File: src/rtl/fetch_unit.sv
// fetch_unit: MSP430 instruction fetch stage. Walks the ROM one word per cycle,
// gathers the opcode plus up to two extension words, and hands the complete
// bundle to the decoder over a valid/ready handshake. Owns the program counter.
module fetch_unit #(
    parameter logic [15:0] RESET_VECTOR = 16'hFFFE,
    parameter bit          USE_VECTOR   = 1'b1
) (
    input  logic        clk,
    input  logic        rst,
    output logic [15:0] rom_addr,
    output logic        rom_bw,
    input  logic [15:0] rom_out,
    input  logic        redirect_en,
    input  logic [15:0] redirect_pc,
    output logic        instr_valid,
    input  logic        instr_ready,
    output logic [15:0] instr_word,
    output logic [15:0] instr_ext1,
    output logic [15:0] instr_ext2,
    output logic [1:0]  instr_nx,
    output logic [15:0] instr_pc,
    output logic [15:0] next_pc
);

    typedef enum logic [2:0] {
        ST_VEC,
        ST_OP,
        ST_EXT1,
        ST_EXT2,
        ST_HOLD
    } state_t;

    state_t      state_q, state_d;
    logic [15:0] pc_q, pc_d;
    logic [15:0] word_q, word_d;
    logic [15:0] ext1_q, ext1_d;
    logic [15:0] ext2_q, ext2_d;
    logic [1:0]  nx_q, nx_d;
    logic [15:0] ipc_q, ipc_d;
    logic        valid_q, valid_d;

    // Source operand needs an extension word for indexed/absolute/symbolic
    // (As=01, except R3 which is a constant generator) and for immediate (@PC+).
    // R2 with As=10/11 and R3 in every mode are constant generators.
    function automatic logic src_needs_ext(input logic [1:0] as_m, input logic [3:0] rs);
        return ((as_m == 2'b01) && (rs != 4'd3)) || ((as_m == 2'b11) && (rs == 4'd0));
    endfunction

    // Number of extension words following an opcode.
    function automatic logic [1:0] ext_count(input logic [15:0] op);
        logic [1:0] n;
        n = 2'd0;
        if (op[15:12] >= 4'h4) begin
            // Double-operand: source ext first, then destination ext when Ad=1
            n = {1'b0, src_needs_ext(op[5:4], op[11:8])} + {1'b0, op[7]};
        end else if (op[15:10] == 6'b000100) begin
            // Single-operand: the only operand is encoded in the source fields
            n = {1'b0, src_needs_ext(op[5:4], op[3:0])};
        end
        return n;
    endfunction

    assign rom_addr    = pc_q;
    assign rom_bw      = 1'b0;
    assign instr_valid = valid_q;
    assign instr_word  = word_q;
    assign instr_ext1  = ext1_q;
    assign instr_ext2  = ext2_q;
    assign instr_nx    = nx_q;
    assign instr_pc    = ipc_q;
    assign next_pc     = valid_q ? pc_q : 16'h0000;

    // Next-state: fetch sequencing, PC update, bundle capture and redirect.
    always_comb begin
        state_d = state_q;
        pc_d    = pc_q;
        word_d  = word_q;
        ext1_d  = ext1_q;
        ext2_d  = ext2_q;
        nx_d    = nx_q;
        ipc_d   = ipc_q;
        valid_d = valid_q;

        if (redirect_en && (state_q != ST_VEC)) begin
            // Redirect wins over everything; any partial bundle is dropped,
            // and a bundle handshaken this same cycle is already consumed.
            pc_d    = redirect_pc & 16'hFFFE;
            state_d = ST_OP;
            valid_d = 1'b0;
        end else begin
            case (state_q)
                ST_VEC: begin
                    pc_d    = rom_out & 16'hFFFE;
                    state_d = ST_OP;
                end
                ST_OP: begin
                    word_d  = rom_out;
                    ipc_d   = pc_q;
                    pc_d    = pc_q + 16'd2;
                    ext1_d  = 16'h0000;
                    ext2_d  = 16'h0000;
                    nx_d    = ext_count(rom_out);
                    if (ext_count(rom_out) == 2'd0) begin
                        state_d = ST_HOLD;
                        valid_d = 1'b1;
                    end else begin
                        state_d = ST_EXT1;
                    end
                end
                ST_EXT1: begin
                    ext1_d = rom_out;
                    pc_d   = pc_q + 16'd2;
                    if (nx_q == 2'd2) begin
                        state_d = ST_EXT2;
                    end else begin
                        state_d = ST_HOLD;
                        valid_d = 1'b1;
                    end
                end
                ST_EXT2: begin
                    ext2_d  = rom_out;
                    pc_d    = pc_q + 16'd2;
                    state_d = ST_HOLD;
                    valid_d = 1'b1;
                end
                ST_HOLD: begin
                    if (valid_q && instr_ready) begin
                        state_d = ST_OP;
                        valid_d = 1'b0;
                    end
                end
                default: begin
                    state_d = ST_OP;
                    valid_d = 1'b0;
                end
            endcase
        end
    end

    // State and registered outputs; reset clears the bundle and restarts fetch.
    always_ff @(posedge clk) begin
        if (rst) begin
            state_q <= USE_VECTOR ? ST_VEC : ST_OP;
            pc_q    <= RESET_VECTOR;
            word_q  <= 16'h0000;
            ext1_q  <= 16'h0000;
            ext2_q  <= 16'h0000;
            nx_q    <= 2'd0;
            ipc_q   <= 16'h0000;
            valid_q <= 1'b0;
        end else begin
            state_q <= state_d;
            pc_q    <= pc_d;
            word_q  <= word_d;
            ext1_q  <= ext1_d;
            ext2_q  <= ext2_d;
            nx_q    <= nx_d;
            ipc_q   <= ipc_d;
            valid_q <= valid_d;
        end
    end

endmodule
File: config.mk
export PLATFORM = sky130hd
export DESIGN_NAME = fetch_unit
export DESIGN_NICKNAME = d
export VERILOG_FILES = /design/src/rtl/fetch_unit.sv
export SDC_FILE = /design/constraint.sdc
export NUM_CORES = 1
export LEC_CHECK = 0
export ABC_CLOCK_PERIOD_IN_PS = 2100
export CAP_MARGIN = 20
export CORE_MARGIN = 3
export CORE_UTILIZATION = 46
export CTS_BUF_LIST = sky130_fd_sc_hd__clkbuf_8
export DETAILED_ROUTE_END_ITERATION = 12
export PLACE_DENSITY = 0.8
export SYNTH_ARGS = -nofsm -noshare
export SYNTH_HDL_FRONTEND = slang
export SYNTH_SLANG_ARGS = --single-unit
File: constraint.sdc
create_clock -name clk -period 2.1 [get_ports clk]
set_clock_uncertainty 0.05 [all_clocks]
set_input_delay 0.42 -clock clk [delete_from_list [all_inputs] [get_ports clk]]
set_output_delay 0.42 -clock clk [all_outputs]
set_load 0.02 [all_outputs]
==> results.json <==
{
  "outcome": "completed",
  "synth_area_leaders": "dfxtp_1, a22o_1, a21oi_1",
  "netlist_area_mm2": 0.00373,
  "yosys_warnings": 0,
  "finalWorstSetupSlack_ns": 0.0791,
  "antenna_left": 0,
  "dp_slack_ns": -0.440,
  "clk-insertion-delay-late_ns": 0.36,
  "tightest_slew_ns": 0.674,
  "wirelength_um": 12300,
  "rr_worst_depth": 4,
  "htreeDepth": 3,
  "post_drt_wl_per_cell_um": 18.2,
  "dr.pass1.iters": 5,
  "routabilityCongestion": 0.902,
  "cp_top_family": "buffers and inverters",
  "die_w_um": 96.1,
  "start_util": 0.478,
  "instances_no_fill": 678,
  "cts_tree": "yes",
  "antenna_found_initial": 0,
  "powerDensity_mw_per_mm2": 777,
  "hold_buffers": 0,
  "synth.top_cell.area_share": 0.461,
  "synth_ff_type": "dfxtp_1",
  "vias": 3970,
  "finalCritPeriodShare": 0.962,
  "synthToLayoutAreaGrowth_pct": 51.1,
  "arrival_ns": 1.55,
  "drive_gt1_frac": 0.142,
  "ys_ff_latch": 86,
  "path_clk_slew_ns": 0.09,
  "cap_violations": 0,
  "start_kind": "flip-flop",
  "yosys.area.top_type": "dfxtp_1",
  "cp-end-kind": "primary output",
  "synth_seq_area_share": 0.461,
  "die_h_um": 96.1,
  "synth_edf_count": 0,
  "grt_overflow": 0,
  "first_global_vias": 3807,
  "ys_types": 52,
  "slew_headroom": 0.550,
  "r2r_slack_ns": 0.21,
  "vias_per_cell": 5.86,
  "cts-root-buf": "clkbuf_8",
  "slowest_stage": "clkdlybuf4s50_1",
  "fmax_mhz": 495,
  "min_path_type": "reg -> reg",
  "p_leak_nw": 2.21,
  "hold_slack_ns": 0.405,
  "dp_cells": 663,
  "grt_max_degree": 32,
  "numPortBuffers": 133,
  "syn_inst": 412,
  "cts_buffer_depth": 2,
  "gr-usage-all-layers": 0.274,
  "final_util": 0.722,
  "hold_viol": 0,
  "worst-path-buf-inv": 1,
  "fin_nets": 610,
  "crit_chain": "clkdlybuf4s50_1",
  "drtIter0Drc": 330,
  "synth_nets": 450,
  "cts_buffers": 9,
  "clock-sinks": 86,
  "setup_viol": 0,
  "drv_slew": 0,
  "die_area_mm2": 0.00923,
  "path_max_fanout": 9,
  "dp_hpwl_um": 9110,
  "core_area_mm2": 0.00781,
  "ir_drop_uv": 402,
  "hold_depth": 2,
  "n_fill_cell": 599,
  "hold_path_end": "instr_ext2[1]$_SDFFE_PP0P_",
  "ys_async_sr_fraction": 0,
  "drc": 0,
  "layout_min_cycle_time_ns": 2.02,
  "critPathMaxStageDelay_ns": 0.68,
  "reg2reg_from": "state_q[0]$_SDFFE_PP0P_",
  "critPathKind": "reg -> out",
  "worstReg2RegEnd": "instr_ext2[10]$_SDFFE_PP0P_",
  "worstPathRequired_ns": 1.63,
  "io_pins": 136,
  "synth_area_per_cell_um2": 9.06,
  "rsz0062_at_grt": "false",
  "row_count": 32,
  "grt_pass1_wl_um": 19500,
  "hp-start": "instr_ext2[1]$_SDFFE_PP0P_",
  "diodes": 0
}
## cell usage in the layout, fill, tap and decap left out, types with 4 or more instances in the layout
master	Yosys	routed
nor2_1	36	33
nor2_2	1	4
and2_1	17	17
o21ai_0	13	13
clkdlybuf4s50_1	0	115
clkbuf_8	0	9
a31oi_1	7	7
a22o_1	33	33
nand2_1	37	37
buf_12	0	5
a21oi_1	29	29
dlygate4sd2_1	0	17
or2_2	5	5
xnor2_1	4	4
a221oi_1	12	12
nand3_1	13	13
buf_4	4	44
nor3_1	6	6
a22oi_1	19	19
dfxtp_1	86	86
## how the worst max path moves through the flow
| stage | startpoint | endpoint | slack, ns | depth (start not counted) |
|---|---|---|---|---|
| finish | rom_addr[8]$_SDFFE_PP1P_ | rom_addr[8] | 0.08 | 1 |
| global route | rom_out[9] | instr_valid$_SDFFE_PP0P_ | 0.02 | 8 |
| CTS | rom_out[11] | instr_valid$_SDFFE_PP0P_ | 0.02 | 8 |
| detailed placement | rom_out[9] | state_q[1]$_SDFFE_PP0N_ | -0.44 | 8 |
| global placement | rom_out[9] | instr_valid$_SDFFE_PP0P_ | -0.39 | 8 |
| floorplan | rom_out[9] | instr_valid$_SDFFE_PP0P_ | 0.13 | 7 |
## routing by layer
layer | wire [um] | track usage | vias up
met5 | 0 | 0 | -
met4 | 343 | 0.120 | 0
met2 | 5800 | 0.438 | 214
met3 | 1130 | 0.0579 | 25
li1 | - | - | 1832
met1 | 5040 | 0.354 | 1899
## area by class of cell
class,instances,area (um2),area share
Multi-Input combinational cell,289,1830,0.324
Tap cell,102,128,0.0226
Clock inverter,6,71.3,0.0126
Inverter,3,11.3,0.00200
Sequential cell,86,1720,0.305
Clock buffer,9,124,0.0220
Timing Repair Buffer,183,1750,0.311
## registers in the layout, summed over array words and instances (netlist names)
signal       count
instr_ext1      16
instr_ext2      16
instr_pc        16
instr_word      16
rom_addr        16
state_q          3
instr_nx         2
instr_valid      1
## power breakdown
part,leakage [nW],internal (W),switching (W)
registers,0.702,0.00175,0.000138
logic,1.42,0.000625,0.000692
clock network,0.0923,0.000554,0.000617
## worst register-to-register path, stage by stage, from the launching register on
cell	delay, ns
dfxtp_1	0.55
nor2b_1	0.29
and2_1	0.57
nand3_1	0.17
a21oi_1	0.20
## what timing repair did
action	CTS	global route
gates resized for setup	18	3
setup buffers	0	0
pin swaps	3	3
setup endpoints to repair	17	6
## kinds of logic after synthesis
family,count (synthesis),share of synthesized area
AOI/OAI and AO/OA,136,0.261
xor gates and xnor gates,5,0.0117
adders and majority gates,2,0.00670
buffers and inverters,37,0.0510
DFF,86,0.461
muxes,5,0.0144
other,1,0.00100
and+or+nand+nor,140,0.192
## synthesized netlist by cell type, types with 2 or more instances
library cell and instances:
and3_1 2, o211ai_1 2, nor4b_1 2, xnor2_1 4
buf_2 11, clkbuf_1 16, mux2i_1 2, a21oi_1 29
nor3b_1 3, o21bai_1 2, a31oi_1 7, o21a_1 3
a22oi_1 19, nand2_1 37, or3_1 3, mux2_2 3
nor2_1 36, nor3_2 2, buf_6 3, o311ai_0 2
and4_1 2, or2_2 5, a221oi_1 12, nor3_1 6
ha_1 2, a211oi_1 2, o21ai_0 13, a32o_1 2
and2_1 17, nor2b_1 3, o22ai_1 2, dfxtp_1 86
a21o_1 3, inv_1 3, nand4_1 2, a22o_1 33
nand3_1 13, buf_4 4
## through the flow
stage               cell area (um2)  setup TNS [ns]  total power [W]
CTS                            5630               0          0.00438
global placement               5450           -1.42          0.00323
detailed placement             5450           -2.45          0.00326
finish                         5640               0          0.00438
floorplan                      3730               0          0.00262
global route                   5640               0          0.00459
No activity file was read; power rests on OpenSTA's default activity.
==> patch (same flow settings) <==
Change the parameter `USE_VECTOR` from 1'b1 to 1'b0.
--- a/src/rtl/fetch_unit.sv
+++ b/src/rtl/fetch_unit.sv
@@ -5,3 +5,3 @@
     parameter logic [15:0] RESET_VECTOR = 16'hFFFE,
-    parameter bit          USE_VECTOR   = 1'b1
+    parameter bit          USE_VECTOR   = 1'b0
 ) (
Behaviour: not the same (Yosys sat finds a counterexample within 4 cycles, from zero or initial values and one cycle with rst high).
==> patch against the unedited design <==
- critical path depth up 8
- wire length up 3.0%
- count of clock-buffer cells in the layout up 1
- synthesized area up 4.3%
- via count up 3.5%
- power up 2.1%
- worst setup slack worse by 0.066 ns
- sequential cell count unchanged
- maximum frequency down 3.2%
- final area up 1.7%
- critical path type is now in -> reg
- largest power group unchanged
==> patch: results (changes against the unedited design) <==
- Status: completed
- Hold path depth: 3 (+1)
- Synth unique cells: 53 (+1.9%)
- Share of cells above drive strength 1: 13.8% (-0.43 points)
- CP top delay family: compound AO/OA/AOI/OAI gates
- Vias in the first global route: 3814 (+0.18%)
- Worst Hold End: instr_word[10]$_SDFFE_PP0P_
- CP endpoint: instr_valid$_SDFFE_PP0P_
- Seq/Total Area, Yosys: 44.2% (-1.9 points)
- NumNets Final: 627 (+2.8%)
- Largest net degree at the start of global routing: 31 (-3.1%)
- Sw frac: 33.5% (+0.49 points)
- Setup crit start: rom_out[10]
- R2r endpoint: rom_addr[13]$_SDFFE_PP1P_
- Post-DP Area: 5520 sq um (+1.2%)
- GRT Util Overall: 25.8% (-1.5 points)
- Synth top cells by count: dfxtp_1 (86), nand2_1 (40), a22o_1 (34)
- Worst reg-to-reg path cell count: 5 (+1)
- Worst Hold Launch: rom_out[10]
- Slowest stage delay, CP: 0.37 ns (-0.31 ns)
- Worst min path class: in -> reg
- Flop pwr share: 42.6% (-0.6 points)
- Top post-synthesis cells by area: dfxtp_1 (44%), a22o_1 (7.7%), nand2_1 (3.9%), a22oi_1 (3.5%), a21oi_1 (3.2%)
- Syn_nets: 473 (+5.1%)
- Wire length per cell: 18.2 microns (+0.33%)
- VDD IR-drop max: 0.000431 V (+7.1%)
- Gpl congestion: 0.890 (-1.3%)
- Hpwl dp: 9130 microns (+0.16%)
- Worst-Margin Slew: 0.781 ns (+0.107 ns)
- DR vias/cell: 5.90 (+0.82%)
- Power Density: 779 nW/um^2 (+0.36%)
- FF-to-FF Start: rom_addr[1]$_SDFFE_PP1P_
- Slowest-stage cell, CP: or3_4
- Critical Path Fanout Max: 3 (-6)
## patch: through the flow
stage | setup slack [ns] | cells | hold WS (ns) | TNS, ns | util [%]
after global routing | -0.00689 | 696 | 0.327 | -0.00689 | 72.0
after CTS | 0.00693 | 695 | 0.365 | 0 | 71.5
final | 0.0132 | 696 | 0.332 | 0 | 72.0
after global placement | -0.631 | 679 | 0.395 | -1.89 | 69.3
after floorplan | -0.0931 | 435 | 0.480 | -0.147 | -
after detailed placement | -0.714 | 679 | 0.397 | -2.71 | 69.3
## patch: what timing repair did
item / in CTS / in global routing
setup endpoints to repair: 18 / 2
endpoints found under the hold margin: 0 / 0
buffers inserted: 0 / 0
hold buffers: 0 / 0
pin swaps: 8 / 4
gates resized for setup: 31 / 5
## patch: kinds of logic (layout without fill, tap and decap cells)
| family | Yosys count | count (layout) | share of synthesized area, % |
|---|---|---|---|
| simple gates | 161 | 161 | 22.1 |
| compound gates | 139 | 139 | 25.7 |
| flops | 86 | 86 | 44.2 |
| buf+inv | 41 | 200 | 5.98 |
| xor+xnor | 3 | 3 | 0.675 |
| fa+ha+maj | 2 | 2 | 0.643 |
| mux | 2 | 2 | 0.547 |
| other cells | 1 | 1 | 0.0964 |
## patch: area by class of cell
type,count,area share [%]
sequential,86,30.1
clock inverter,6,1.22
timing repair buffer,180,29.6
inverter,4,0.262
multi-input combinational,308,34.2
tap,102,2.23
clock buffer,10,2.40
## patch: per-layer routing
| metal | global-route usage, % | part of all wire [%] |
|---|---|---|
| met5 | 0 | 0 |
| met4 | 7.77 | 2.4 |
| met3 | 6.64 | 8.4 |
| met2 | 41.6 | 47 |
| met1 | 34.1 | 43 |
## patch: worst min-delay path: cells and delay by family
family                 cells  cell delay (ns)
buffers and inverters      2             0.18
AO/OA/AOI/OAI              1             0.11
